## src/rtl/axi_rd_arb_ctrl.sv

```systemverilog
// Three-master AXI read arbiter onto one slave port. A single burst is in flight at a time.
// Fixed priority m0 > m1 > m2, with promotion of masters that keep losing arbitration.
module axi_rd_arb_ctrl #(
    parameter int unsigned ADDR_W     = 32,
    parameter int unsigned DATA_W     = 32,
    parameter int unsigned STARVE_LIM = 4
) (
    input  logic              clk,
    input  logic              rst_n,

    input  logic              m0_arvalid,
    input  logic [ADDR_W-1:0] m0_araddr,
    input  logic [3:0]        m0_arlen,
    output logic              m0_arready,
    output logic [DATA_W-1:0] m0_rdata,
    output logic [1:0]        m0_rresp,
    output logic              m0_rvalid,
    output logic              m0_rlast,
    input  logic              m0_rready,

    input  logic              m1_arvalid,
    input  logic [ADDR_W-1:0] m1_araddr,
    input  logic [3:0]        m1_arlen,
    output logic              m1_arready,
    output logic [DATA_W-1:0] m1_rdata,
    output logic [1:0]        m1_rresp,
    output logic              m1_rvalid,
    output logic              m1_rlast,
    input  logic              m1_rready,

    input  logic              m2_arvalid,
    input  logic [ADDR_W-1:0] m2_araddr,
    input  logic [3:0]        m2_arlen,
    output logic              m2_arready,
    output logic [DATA_W-1:0] m2_rdata,
    output logic [1:0]        m2_rresp,
    output logic              m2_rvalid,
    output logic              m2_rlast,
    input  logic              m2_rready,

    output logic [ADDR_W-1:0] s_araddr,
    output logic [3:0]        s_arlen,
    output logic              s_arvalid,
    input  logic              s_arready,
    input  logic [DATA_W-1:0] s_rdata,
    input  logic [1:0]        s_rresp,
    input  logic              s_rvalid,
    input  logic              s_rlast,
    output logic              s_rready,

    output logic [1:0]        owner,
    output logic              busy,
    output logic              len_err
);

    typedef enum logic [1:0] {StIdle, StAddr, StData} state_e;

    localparam logic [2:0] Lim = 3'(STARVE_LIM);

    state_e            state;
    logic [2:0]        starve [3];
    logic [3:0]        beat_cnt;
    logic [ADDR_W-1:0] addr_q;
    logic [3:0]        len_q;

    logic [2:0]        req;
    logic [2:0]        rdy_m;
    logic [ADDR_W-1:0] req_addr [3];
    logic [3:0]        req_len [3];

    logic              win_valid;
    logic [1:0]        win;
    logic [ADDR_W-1:0] win_addr;
    logic [3:0]        win_len;
    logic [2:0]        grant;
    logic [2:0]        sel;
    logic              beat;

    assign req         = {m2_arvalid, m1_arvalid, m0_arvalid};
    assign rdy_m       = {m2_rready, m1_rready, m0_rready};
    assign req_addr[0] = m0_araddr;
    assign req_addr[1] = m1_araddr;
    assign req_addr[2] = m2_araddr;
    assign req_len[0]  = m0_arlen;
    assign req_len[1]  = m1_arlen;
    assign req_len[2]  = m2_arlen;

    // Descending loops so the lowest index is written last; the starved pass overrides.
    always_comb begin
        win_valid = 1'b0;
        win       = 2'd0;
        win_addr  = '0;
        win_len   = '0;
        for (int i = 2; i >= 0; i--) begin
            if (req[i]) begin
                win_valid = 1'b1;
                win       = 2'(i);
                win_addr  = req_addr[i];
                win_len   = req_len[i];
            end
        end
        for (int i = 2; i >= 0; i--) begin
            if (req[i] && (starve[i] >= Lim)) begin
                win      = 2'(i);
                win_addr = req_addr[i];
                win_len  = req_len[i];
            end
        end
    end

    // rst_n gates the grant so arready stays low while reset is held with requests pending.
    always_comb begin
        grant = '0;
        sel   = '0;
        for (int i = 0; i < 3; i++) begin
            grant[i] = rst_n && (state == StIdle) && win_valid && (win == 2'(i));
            sel[i]   = (state == StData) && (owner == 2'(i));
        end
    end

    assign s_arvalid = (state == StAddr);
    assign s_araddr  = addr_q;
    assign s_arlen   = len_q;
    assign s_rready  = |(sel & rdy_m);
    assign busy      = (state != StIdle);
    assign beat      = s_rvalid && s_rready;

    assign m0_arready = grant[0];
    assign m1_arready = grant[1];
    assign m2_arready = grant[2];
    assign m0_rvalid  = sel[0] && s_rvalid;
    assign m1_rvalid  = sel[1] && s_rvalid;
    assign m2_rvalid  = sel[2] && s_rvalid;
    assign m0_rlast   = sel[0] && s_rlast;
    assign m1_rlast   = sel[1] && s_rlast;
    assign m2_rlast   = sel[2] && s_rlast;
    assign m0_rdata   = sel[0] ? s_rdata : '0;
    assign m1_rdata   = sel[1] ? s_rdata : '0;
    assign m2_rdata   = sel[2] ? s_rdata : '0;
    assign m0_rresp   = sel[0] ? s_rresp : 2'b00;
    assign m1_rresp   = sel[1] ? s_rresp : 2'b00;
    assign m2_rresp   = sel[2] ? s_rresp : 2'b00;

    always_ff @(posedge clk or negedge rst_n) begin
        if (!rst_n) begin
            state    <= StIdle;
            owner    <= 2'd0;
            beat_cnt <= 4'd0;
            len_err  <= 1'b0;
            addr_q   <= '0;
            len_q    <= 4'd0;
            for (int i = 0; i < 3; i++) begin
                starve[i] <= 3'd0;
            end
        end else begin
            len_err <= 1'b0;
            unique case (state)
                StIdle: begin
                    if (win_valid) begin
                        addr_q <= win_addr;
                        len_q  <= win_len;
                        owner  <= win;
                        state  <= StAddr;
                        for (int i = 0; i < 3; i++) begin
                            if (req[i] && (win != 2'(i))) begin
                                starve[i] <= (starve[i] >= Lim) ? Lim : starve[i] + 3'd1;
                            end else begin
                                starve[i] <= 3'd0;
                            end
                        end
                    end
                end
                StAddr: begin
                    if (s_arready) begin
                        state    <= StData;
                        beat_cnt <= 4'd0;
                    end
                end
                StData: begin
                    if (beat) begin
                        beat_cnt <= beat_cnt + 4'd1;
                        // Flag a last beat off its expected index, or the expected index without last.
                        len_err  <= s_rlast ^ (beat_cnt == len_q);
                        if (s_rlast) begin
                            state <= StIdle;
                        end
                    end
                end
                default: state <= StIdle;
            endcase
        end
    end

endmodule

```

## config.mk

```make
export PLATFORM = sky130hd
export DESIGN_NAME = axi_rd_arb_ctrl
export DESIGN_NICKNAME = d
export VERILOG_FILES = /design/src/rtl/axi_rd_arb_ctrl.sv
export SDC_FILE = /design/constraint.sdc
export NUM_CORES = 1
export LEC_CHECK = 0
export ABC_AREA = 1
export BUFFER_PORTS_ARGS = -buffer_cell sky130_fd_sc_hd__buf_4
export CAP_MARGIN = 25
export CELL_PAD_IN_SITES_DETAIL_PLACEMENT = 0
export CELL_PAD_IN_SITES_GLOBAL_PLACEMENT = 2
export CORE_ASPECT_RATIO = 0.75
export CORE_UTILIZATION = 18
export DETAILED_ROUTE_END_ITERATION = 8
export HOLD_SLACK_MARGIN = 0.02
export PLACE_DENSITY_LB_ADDON = 0.1
export SLEW_MARGIN = 25
export SYNTH_ARGS = -nofsm -noshare
export SYNTH_HDL_FRONTEND = slang
export SYNTH_SLANG_ARGS = --single-unit
```

## constraint.sdc

```tcl
create_clock -name clk -period 1.65 [get_ports clk]
set_input_delay 0.0825 -clock clk [delete_from_list [all_inputs] [get_ports clk]]
set_output_delay 0.0825 -clock clk [all_outputs]
set_load 0.005 [all_outputs]
```

Word-level counts from Yosys, hierarchy flattened --
Cells that the tools add are included.
Storage, ports and cells: bits in registers 54, input bits 153, logic and storage cells 105
Operators by class: add/sub/neg operators 4, magnitude comparators 3, equal/unequal tests 13, multiplexer cells 43, bitwise logic cells 2, reduce and logical (&&, ||, !) cells 31
Operators by type and width (count):
- 32-bit two-way mux | 9
- 4-bit two-way mux | 8
- 2-bit two-way mux | 13
- 1-bit logical AND | 21
- 3-bit two-way mux | 6
- 3-bit by 1-bit adder with 3-bit output (second input constant) | 3
- 3-bit >= comparator (second input constant) | 3
- 2-bit != test (second input constant) | 4
- 4-bit case mux with 2 select lines | 1
- 2-bit by 1-bit == test with 1-bit output (second input constant) | 3
- 2-bit == test (second input constant) | 3
- 2-bit logical NOT | 3
- 2-bit case mux with 3 select lines | 1
- 2-bit nonzero test | 3
- 1-bit two-way mux | 5
- 4-bit by 1-bit adder with 4-bit output (second input constant) | 1
- 4-bit == test | 1
- 2-bit by 1-bit != test with 1-bit output (second input constant) | 2
- 4-bit AND reduction | 1
- 3-bit bitwise AND | 1
- 3-bit AND reduction | 1
- 3-bit OR reduction | 1
- 2-bit AND reduction | 1
- 1-bit bitwise XOR | 1

Depth between registers and ports, before layout --
depth after elaboration 9, depth in mapped cells 10, mapped depth without buffers 9

Worst setup path before layout --
Ideal clock, no wire load.
kind reg-to-output, start register state[0], end output m2_rdata[10], data arrival time 1.248 ns, required time 1.567 ns, path slack 0.319 ns, cell stages (with the launch flop) 7, cells stage by stage dfrtp_1 inv_1 nand2_1 nor3_1 clkinv_1 buf_2 nor2_1
Between the ends: word-level cells in the longest chain between the ends 3
Ends and longest elaborated chain:
- from (decl) | RTL line 60 | state_e state;
- from (signal assigned) | RTL line 146 | state <= StIdle;
- from (signal assigned) | RTL line 163 | state <= StAddr;
- from (signal assigned) | RTL line 175 | state <= StData;
- 2-bit == test | RTL line 117 | sel[i] = (state == StData) && (owner == 2'(i));
- 1-bit logical AND | RTL line 117
- 32-bit two-way mux | RTL line 139 | assign m2_rdata = sel[2] ? s_rdata : '0;
- to (decl) | RTL line 35 | output logic [DATA_W-1:0] m2_rdata,
Every way passes these cells.

Worst setup path after layout --
start register state[0], end output m2_rdata[5]
The elaborated chain is that of the path after synthesis.

==> metrics list <==
- The worst register-to-register path begins at state[1]$_DFFE_PN0P_.
* Placed Instances: 1201
* Reg2reg path depth: 10
- Synthesized netlist cell count: 632
- Together, buffers and inverters on the worst path number 5.
* Number of nets in the finished design: 1103
- Initial antenna violation count: 0
- The startpoint identified for the worst hold timing path is m2_araddr[25].
* Outcome: finished with violations
- Clock-pin slew on the worst setup and hold paths: 0.07 ns
- Setup repair after global routing missed its margin: true
- Count of standard-cell rows: 46
- The tree is rooted in a clkbuf_16.
* Width of the die: 173.8 um
- CP cell instances: inv_2 > nand2_2 > buf_4 > nor3_4 > inv_4 > clkbuf_16 > nor2_1 > buf_4
- Post-DRT Antenna Nets: 0
- In this run the mean area of a mapped cell was 6.302 sq um.
- Maximum achievable frequency: 568.8 MHz
* Maximum capacitance violations: 0
- The routed layout has 5345 vias.
- Along the worst path, the maximum fanout reaches 9.
- Critical path start-end classification: reg2out
* First-pass GRT wire length: 29450 um
- Tot GR Track Use: 16.65%
* Share of the cycle needed by the critical path after routing: 106.5%
* Drt initial violations: 244
- The layout has 2325 filler cells.
- In this run, synthesis produced a sequential element count of 54.
- In the routed design, unresolved DRC markers number 0.
- Top Family by Delay on Critical Path: buffers and inverters
* Total wirelength of the detailed-routed design: 21350 um
- Dividing the detail-routed via count by the number of cells gives 4.338.
* Proportion of synthesized chip area in sequential cells: 33.93%
- TritonCTS built the clock tree.
- Post-Syn Area: 3983 sq um
- The setup check on the worst reg-to-reg path leaves a slack of 0.12 ns.
- In this design, the stage delay of the slowest critical-path cell is 0.39 ns.
- Clk sinks: 54
- In this run the critical register-to-register path is captured at beat_cnt[1]$_DFFE_PN0P_.
- Starting density of the core: 18.60%
- After routing the design area is 7564 sq um.
- The worst hold path terminates at s_araddr[25]$_DFFE_PN0P_.
* Maximum clock insertion buffer count: 2
* Tightest Pin Transition: 0.4723 ns
* Setup WS post-layout: -0.1080 ns
- Worst min-delay path class: in2reg
* Mapped Nets: 792
* Setup clock skew after layout: 0.004948 ns
- The library cells used most frequently in the layout, excluding fill and tap cells, are 303 x buf_4, 127 x nand2_1, 107 x nor2_1.
* 1st-pass router iterations: 4
* Number of global-route vias before repair: 4998
* Average wire per standard cell: 17.33 um
- Area growth from synthesis to final layout: 89.92%
- DP Area: 6663 sq um
* Final number of max-transition violations: 0
- Total power per unit cell area: 1317 nW/um^2
- Maximum number of pins on one net before global-route repair: 68
- Die outline area: 22730 sq um
- Boundary Pins: 306
* Core area: 21410 sq um
* Final hold vios: 0
- Remaining global-route overflow: 0
- Required time of the critical path: 1.57 ns
- The die is 130.8 um tall.
* Slew headroom: 68.47%
- Routability congestion estimate: 0.8004
* Non-filler instance count after layout: 1232
- Most common cell after layout, fill and taps aside: buf_4
* Static leakage: 3.996 nW
- In this design, the critical path's most frequently occurring cell is buf_4.
- Setup violations remaining at the end of the flow were counted as 99.
- The worst-case IR drop observed on VDD is 0.7125 mV.
* Shortest period the worst path allows: 1.758 ns
* Violated checks: setup timing
- For this run, the number of Yosys warnings is 0.
- At the later pin of the worst-skew pair, clock insertion delay measures 0.29 ns.
- Buffers placed on the I/O ports in this run total 305.
- The clock tree synthesis step divided the H-tree into 2 levels.
* Fraction of final layout cells with drive strength greater than 1: 44.60%
* Arrival time at the worst endpoint: 1.68 ns
- HPWL after DPL: 15410 um
- Kind of capture point of the worst setup path: output pin
- Number of buffers added by the clock tree synthesis step: 5
- Hold depth: 3
* Cell with the largest stage delay on the worst path: dfrtp_1
* Ant diodes: 0
* Synth cell types: 28
- STA classifies the critical path startpoint as a flop.
[worst reg2reg max path, cell delays in order, from the launching register on]
cell and delay [ns]:
dfrtp_1 0.42, nand2_2 0.10, buf_6 0.12, inv_8 0.03, buf_4 0.14, nand4_1 0.08, nand3_2 0.12, buf_4 0.16
buf_4 0.12, nand4_1 0.06, nand2_1 0.06
[cells in the mapped netlist]
library cell  number  share of area [%]
and3_1            22                3.5
buf_1              2               0.19
buf_4              7                1.3
a22oi_1            3               0.57
o31ai_1            1               0.19
and2_1             1               0.16
nand3_1           63                7.9
xor2_1             1               0.22
nand3b_1           1               0.19
nand4_1           26                4.1
inv_2              2               0.19
nor3_1             3               0.38
or2_2              2               0.31
clkbuf_1          15                1.4
buf_6              1               0.28
nor2_1           151                 14
xnor2_1            4               0.88
o21ai_2            1               0.22
nand2_2            4               0.63
dfrtp_1           54                 34
buf_2             18                2.3
a21oi_1           52                6.5
ha_1               7                2.2
o21ai_0            4               0.50
inv_1             53                5.0
nand2_1          131                 12
clkinv_1           1              0.094
nor2_2             2               0.31
[worst max-delay path by stage]
stage / endpoint / start / cells past startpoint
after floorplan: m2_rdata[10] / state[0]$_DFFE_PN0P_ / 6
after global placement: state[1]$_DFFE_PN0P_ / state[0]$_DFFE_PN0P_ / 9
after detailed placement: s_araddr[13]$_DFFE_PN0P_ / starve[5]$_DFFE_PN0P_ / 5
after CTS: m0_rdata[3] / state[0]$_DFFE_PN0P_ / 9
after global routing: m2_rdata[5] / state[0]$_DFFE_PN0P_ / 8
final: m2_rdata[5] / state[0]$_DFFE_PN0P_ / 8
[per-layer routing]
layer | up-vias | track usage [%] | wire [um]
li1 | 2646 | - | -
met1 | 2557 | 22.38 | 9829
met2 | 134 | 27.81 | 10190
met3 | 8 | 4.225 | 1234
met4 | 0 | 1.703 | 93
met5 | - | 0 | 0
[flip-flops by register name (all words and copies together), names as in the netlist]
register	cells
beat_cnt	4
s_arlen	4
state	2
s_araddr	32
owner	2
starve	9
len_err	1
[kinds of logic (layout without fill, tap and decap cells)]
| logic type | count (synthesis) | after routing | share of synthesized area (%) |
|---|---|---|---|
| adder cells (fa/ha/maj) | 7 | 7 | 2.199 |
| AND/OR/NAND/NOR | 406 | 406 | 44.01 |
| flip-flops | 54 | 54 | 33.93 |
| XOR/XNOR | 5 | 5 | 1.100 |
| AO/OA/AOI/OAI | 61 | 61 | 8.011 |
| buffers and inverters | 99 | 411 | 10.74 |
[cell type report]
class / count / area [sq um] / area share (%)
Clock buffer: 5 / 125.1 / 1.654
Clock inverter: 3 / 40.04 / 0.5294
Inverter: 56 / 220.2 / 2.911
Multi-Input combinational cell: 479 / 2479 / 32.77
Sequential cell: 54 / 1351 / 17.87
Tap cell: 288 / 360.3 / 4.764
Timing Repair Buffer: 347 / 2988 / 39.50
[where the power goes]
| group | total [W] | internal [W] | switching [W] |
|---|---|---|---|
| Combinational | 0.00637 | 0.00320 | 0.00318 |
| Sequential | 0.00236 | 0.00192 | 0.000440 |
| Clock | 0.00122 | 0.000713 | 0.000511 |
| Total | 0.00996 | 0.00583 | 0.00413 |
[stage by stage]
step	total power [W]	hold WS (ns)	setup WS (ns)	utilization (%)	TNS, ns
final	0.009958	0.06098	-0.1080	35.33	-6.213
after global routing	0.01075	0.05632	-0.2039	35.33	-16.47
after CTS	0.009608	0.04872	-0.1094	33.74	-6.803
after detailed placement	0.007420	0.03922	0.1525	31.12	0
after global placement	0.007391	0.04193	0.1726	31.12	0
after floorplan	0.004649	-0.2131	0.3192	-	0
[what timing repair did]
item | CTS | global route
pin swaps | 1 | 3
hold buffers | 2 | 0
gates resized for setup | 56 | 57
endpoints found under the setup margin | 110 | 116
cloned | 5 | 5
endpoints found under the hold margin | 25 | 0
setup buffers | 6 | 6
No activity file was read; power rests on OpenSTA's default activity.
